[config.mk]
export PLATFORM = sky130hd
export DESIGN_NAME = lfsr_sched
export DESIGN_NICKNAME = d
export VERILOG_FILES = /design/src/rtl/lfsr_sched.sv
export SDC_FILE = /design/constraint.sdc
export NUM_CORES = 1
export LEC_CHECK = 0
export ABC_CLOCK_PERIOD_IN_PS = 4300
export CAP_MARGIN = 5
export CORE_MARGIN = 3
export CORE_UTILIZATION = 40
export DETAILED_ROUTE_END_ITERATION = 12
export GPL_TIMING_DRIVEN = 0
export HOLD_SLACK_MARGIN = 0.15
export PLACE_DENSITY_LB_ADDON = 0.1
export SYNTH_ARGS = -nofsm -noshare
export SYNTH_HDL_FRONTEND = slang
export SYNTH_SLANG_ARGS = --single-unit
[constraint.sdc]
create_clock -name clk -period 4.3 [get_ports clk]
set_clock_uncertainty 0.2 [all_clocks]
set_input_delay 0.645 -clock clk [delete_from_list [all_inputs] [get_ports clk]]
set_output_delay 0.645 -clock clk [all_outputs]
set_load 0.005 [all_outputs]
[src/rtl/lfsr_sched.sv]
// Round-robin scheduler sharing one 8-bit Fibonacci LFSR (x^8+x^6+x^5+x^4+1)
// between two requesters; each grant advances the LFSR STEPS times.
module lfsr_sched #(
  parameter int unsigned STEPS = 8,
  parameter logic [7:0]  SEED  = 8'h01
) (
  input  logic       clk,
  input  logic       rst,
  input  logic       seed_valid,
  input  logic [7:0] seed_data,
  output logic       seed_ready,
  input  logic [1:0] req,
  output logic [1:0] ack,
  output logic [7:0] rnd_data,
  output logic       busy
);

  typedef enum logic [1:0] {IDLE, STEP, RESP} state_t;

  localparam logic [7:0] LAST_CNT = 8'(STEPS - 1);

  state_t     state, state_n;
  logic [7:0] lfsr, lfsr_n, lfsr_adv;
  logic [7:0] cnt, cnt_n;
  logic [7:0] rnd_n;
  logic [1:0] ack_n;
  logic       id, id_n;
  logic       last, last_n;
  logic       winner;

  assign lfsr_adv = {lfsr[6:0], lfsr[7] ^ lfsr[5] ^ lfsr[4] ^ lfsr[3]};
  // On a tie the requester not granted last wins; otherwise the lone requester.
  assign winner   = (req == 2'b11) ? ~last : req[1];

  assign seed_ready = (state == IDLE);
  assign busy       = (state != IDLE);

  always_ff @(posedge clk or posedge rst) begin
    if (rst) begin
      state    <= IDLE;
      lfsr     <= SEED;
      cnt      <= '0;
      id       <= 1'b0;
      last     <= 1'b1;
      ack      <= '0;
      rnd_data <= '0;
    end else begin
      state    <= state_n;
      lfsr     <= lfsr_n;
      cnt      <= cnt_n;
      id       <= id_n;
      last     <= last_n;
      ack      <= ack_n;
      rnd_data <= rnd_n;
    end
  end

  always_comb begin
    state_n = state;
    lfsr_n  = lfsr;
    cnt_n   = cnt;
    id_n    = id;
    last_n  = last;
    ack_n   = '0;
    rnd_n   = rnd_data;
    case (state)
      IDLE: begin
        if (seed_valid) begin
          lfsr_n = (seed_data == 8'h00) ? 8'h01 : seed_data;
        end else if (req != 2'b00) begin
          id_n    = winner;
          cnt_n   = '0;
          state_n = STEP;
        end
      end
      STEP: begin
        lfsr_n = lfsr_adv;
        cnt_n  = cnt + 8'd1;
        // ack/rnd_data are loaded on the final advance so they are valid in RESP.
        if (cnt == LAST_CNT) begin
          state_n = RESP;
          ack_n   = id ? 2'b10 : 2'b01;
          rnd_n   = lfsr_adv;
        end
      end
      RESP: begin
        last_n  = id;
        state_n = IDLE;
      end
      default: state_n = IDLE;
    endcase
  end

endmodule

Word-level counts from Yosys, hierarchy flattened
Index checks and enable logic that the tools add are counted.

Logic and storage cells: 45. Register bits: 30.

Equal/unequal tests: 8. Bitwise operators: 5. $add $sub $neg: 1. Reductions and logical operators: 10. Mux-type cells: 14.

Operators with widths (number): $mux 8 (4); $pmux 8 s2 (2); $mux 2 (6); $reduce_and 3->1 (3); $add 8x1->8 const B (1); $eq 8x3->1 const B (1); $logic_not 8->1 (1); $ne 2x2->1 const B (3); $reduce_bool 2->1 (3); $eq 2x2->1 const B (2); $pmux 2 s2 (1); $reduce_and 2->1 (2); $xor 1x1->1 (3); $eq 2x1->1 const B (1); $logic_not 2->1 (1); $ne 2x1->1 const B (1); $not 1->1 (2); $mux 1 (1).

Depth between registers and ports, before layout
Depth in word-level cells: 4. Depth in mapped cells: 6. Depth with buffers taken out: 4.

Least setup slack after synthesis
OpenSTA, ideal clock, no wires.

Path type: flip-flop to flip-flop. Start point: register cnt[3]. End point: register rnd_data[0]. Setup slack: 2176 ps. Buffers on the path: 1. Period minus slack after synthesis: 2124 ps. Arrival: 1798 ps. Setup time: 125 ps. Stages on the path, launching flop included: 5. Path through: dfrtp_1 > or4_1 > or4_1 > buf_6 > mux2_4.

Longest elaborated chain between the ends: 2.

Ends and longest elaborated chain: start, declared (RTL line 24) `logic [7:0] cnt, cnt_n;`; start signal, assigned (RTL line 50) `cnt <= cnt_n;`; $eq 8x3->1 (RTL line 80) `if (cnt == LAST_CNT) begin`; $reduce_and 2->1 (no line); end signal, assigned (RTL line 54) `rnd_data <= rnd_n;`; end, declared (RTL line 14) `output logic [7:0] rnd_data,`.

Every way passes these cells. A chain may end at the register's enable or synchronous reset.

Worst setup path after layout
Start point: register state[1]. End point: output seed_ready.

Longest elaborated chain between the ends: 1.

Ends and longest elaborated chain: start, declared (RTL line 22) `state_t state, state_n;`; start signal, assigned (RTL line 48) `state <= state_n;`; $logic_not 2->1 (RTL line 35) `assign seed_ready = (state == IDLE);`; end, declared (RTL line 11) `output logic seed_ready,`.

Every way passes these cells.

==> impl_metrics.yaml <==
min_path:
  hold_path_startpoint: "id"
  min_to: "ack[0]"
  hp-class: "register to register"
  holdPathStages: 1
cts:
  cts_setup_buffers: 0
  hold_buffers: 0
  numClockSinks: 30
  clk_latency_ns: 0.28
  clockRootBuffer: "clkbuf_8"
  cts_made_buffers: 5
  post_cts_resized: 0
  htree_num_levels: 2
  clockBufferDepth: 2
  clk_pin_slew_ns: 0.06
  cts_tree: "yes"
synthesis:
  ys_ff_latch: 30
  synthArstFlopShare_pct: 100.0
  synth_nets: 149
  synth_top_cell_area_share_pct: 47.66
  syn-instance-count: 135
  ys_seq_area_share_pct: 51.23
  synth.avg_cell_area_um2: 10.89
  ys_warn_count: 0
  post-synth-top-count-cell: "dfrtp_1"
  ys_types: 38
  synth_ff_type: "dfrtp_1"
  yosys-top-cells-area: "dfrtp_1, mux2_4, a22oi_1"
  yosysTopAreaCell: "dfrtp_1"
  synth_top_cells_by_count: "dfrtp_1, o21ai_0, a22oi_1"
  synth_edf_count: 0
  syn_area_um2: 1470
timing:
  tightestPinTransition_ns: 1.123
  hold-worst-slack_ns: 0.2755
  setup_viol: 0
  finalCritPeriodShare_pct: 65.16
  slew_headroom_pct: 25.06
  maxSlewViolCount: 0
  setup_tns_ns: 0
  rsz0062_at_grt: "false"
  finalHoldViolCount: 0
  min_period_ns: 2.802
  fmax_mhz: 356.9
floorplan:
  die_w_um: 66.63
  core_region_area_um2: 3442
  ios: 25
  initial_core_util_pct: 42.71
  dieArea_um2: 4439
  rows: 21
  die_h_um: 66.63
route:
  wl_met3_um: 171
  top_layer: "met4"
  met2_length_mm: 1.606
  drtPass1Iterations: 4
  final_antenna_net_count: 0
  vias: 1134
  avgRoutedWirePerCell_um: 15.57
  drt-vias-per-instance: 5.324
  drtIter0Drc: 77
  drc: 0
  wirelength_mm: 3.316
  drt-met1-wl_mm: 1.474
critical_path:
  crit_required_ns: 3.45
  r2r_slack_ns: 2.09
  startpoint_type: "register"
  reg2reg_to: "rnd_data[3]"
  cp_max_fo: 10
  reg2reg_from: "cnt[3]"
  reg2regPathDepth: 4
  critPathKind: "register to output port"
  crit_path_end_kind: "output port"
  cp_data_arrival_time_ns: 1.96
global_route:
  antenna_found_initial: 0
  grt_use_total_pct: 17.40
  grt_pass1_vias: 1189
  grt_pass1_wl_mm: 5.637
  grt_max_degree: 31
  overflow: 0
layout:
  seq_area_um2: 753.2
  n_fill_cell: 308
  syn_to_final_growth_pct: 26.47
  final_nets: 180
  antenna_cells: 0
  multi_input_area_um2: 659.4
  drive_gt1_share_pct: 13.17
placement:
  gp_congestion: 0.7829
  portBuffers: 24
  place_hpwl_mm: 2.405
pwr:
  total_leakage_power_nw: 0.8102
  ir_drop_mv: 0.2408
  powerDensity_nw_per_um2: 675.6
job:
  cap_violations: 0
run_status:
  status: "completed"
[worst max-delay path by stage]
stage | from | to | slack (ns)
6_report | state[1] | seed_ready | 1.50
5_1_grt | state[1] | seed_ready | 1.40
4_1_cts | state[1] | seed_ready | 1.49
3_5_place_dp | seed_valid | cnt[7] | 1.78
3_3_place_gp | state[1] | seed_ready | 1.78
2_1_floorplan | cnt[3] | rnd_data[0] | 2.18
[critical path, stage by stage (launching register included)]
cell and delay, ns:
dfrtp_1 0.36, clkbuf_2 0.17, or2_2 0.33, clkbuf_1 0.21, inv_1 0.11, clkdlybuf4s50_1 0.50
[sequential cells by signal, summed over array words and instances, names as in the netlist]
| register | cells |
|---|---|
| last | 1 |
| id | 1 |
| lfsr | 8 |
| rnd_data | 8 |
| cnt | 8 |
| state | 2 |
| ack | 2 |
[cells in the final DEF, fill, tap and decap left out, types with 2 or more instances in the layout]
cell type | synthesis | final
clkdlybuf4s50_1 | 0 | 24
xnor2_1 | 2 | 2
clkbuf_8 | 0 | 6
nand4_1 | 3 | 3
nand3b_1 | 2 | 2
dfrtp_1 | 28 | 28
nor2_1 | 4 | 4
or4_1 | 2 | 2
a21oi_1 | 4 | 4
dfstp_2 | 2 | 2
o21bai_1 | 4 | 4
nand2b_1 | 2 | 2
a22oi_1 | 10 | 10
nand2_1 | 7 | 7
nor3_1 | 2 | 2
a31oi_1 | 2 | 2
nand3_1 | 2 | 2
a2111oi_0 | 2 | 2
xor2_1 | 2 | 2
clkbuf_1 | 5 | 6
and2_1 | 2 | 2
inv_1 | 6 | 6
nor2b_1 | 2 | 2
o21ai_0 | 15 | 15
mux2_4 | 8 | 8
mux2i_1 | 3 | 3
[through the flow]
stage | area (um^2) | power [W] | setup slack [ns] | utilization [%] | std cells
floorplan | 1470 | 0.0008337 | 2.176 | - | 135
global placement | 1768 | 0.001014 | 1.780 | 51.36 | 205
detailed placement | 1768 | 0.001036 | 1.785 | 51.36 | 205
CTS | 1859 | 0.001276 | 1.486 | 54.02 | 213
global route | 1859 | 0.001365 | 1.395 | 54.02 | 213
finish | 1859 | 0.001256 | 1.498 | 54.02 | 213
[report_power, final]
part	switching [W]	leakage [nW]	internal, W
logic	0.000236	0.383	0.000283
clock network	0.000104	0.0482	0.000129
registers	0.0000993	0.379	0.000405
[layer usage]
layer,GRT usage (%),vias to the layer above
li1,-,555
met1,21.13,549
met2,27.10,24
met3,6.577,6
met4,8.122,0
met5,0,-
[kinds of logic (layout without fill, tap and decap cells)]
group | after synthesis | after routing | share of synthesized area (%)
AOI/OAI and AO/OA | 43 | 43 | 19.15
xor gates and xnor gates | 4 | 4 | 2.383
adders and majority gates | 1 | 1 | 0.8509
buffers and inverters | 13 | 45 | 3.915
DFF | 30 | 30 | 51.23
muxes | 11 | 11 | 10.21
and+or+nand+nor | 33 | 33 | 12.26
[final cells by class]
class | count | share of cell area (%)
flip-flops and latches | 30 | 40.51
repair buffers | 24 | 12.92
multi-input cells | 92 | 35.46
inverters | 6 | 1.211
clock buffers | 7 | 4.643
plain buffers | 7 | 1.884
well taps | 46 | 3.096
clock inverters | 1 | 0.2692
No activity file was read; power rests on OpenSTA's default activity.
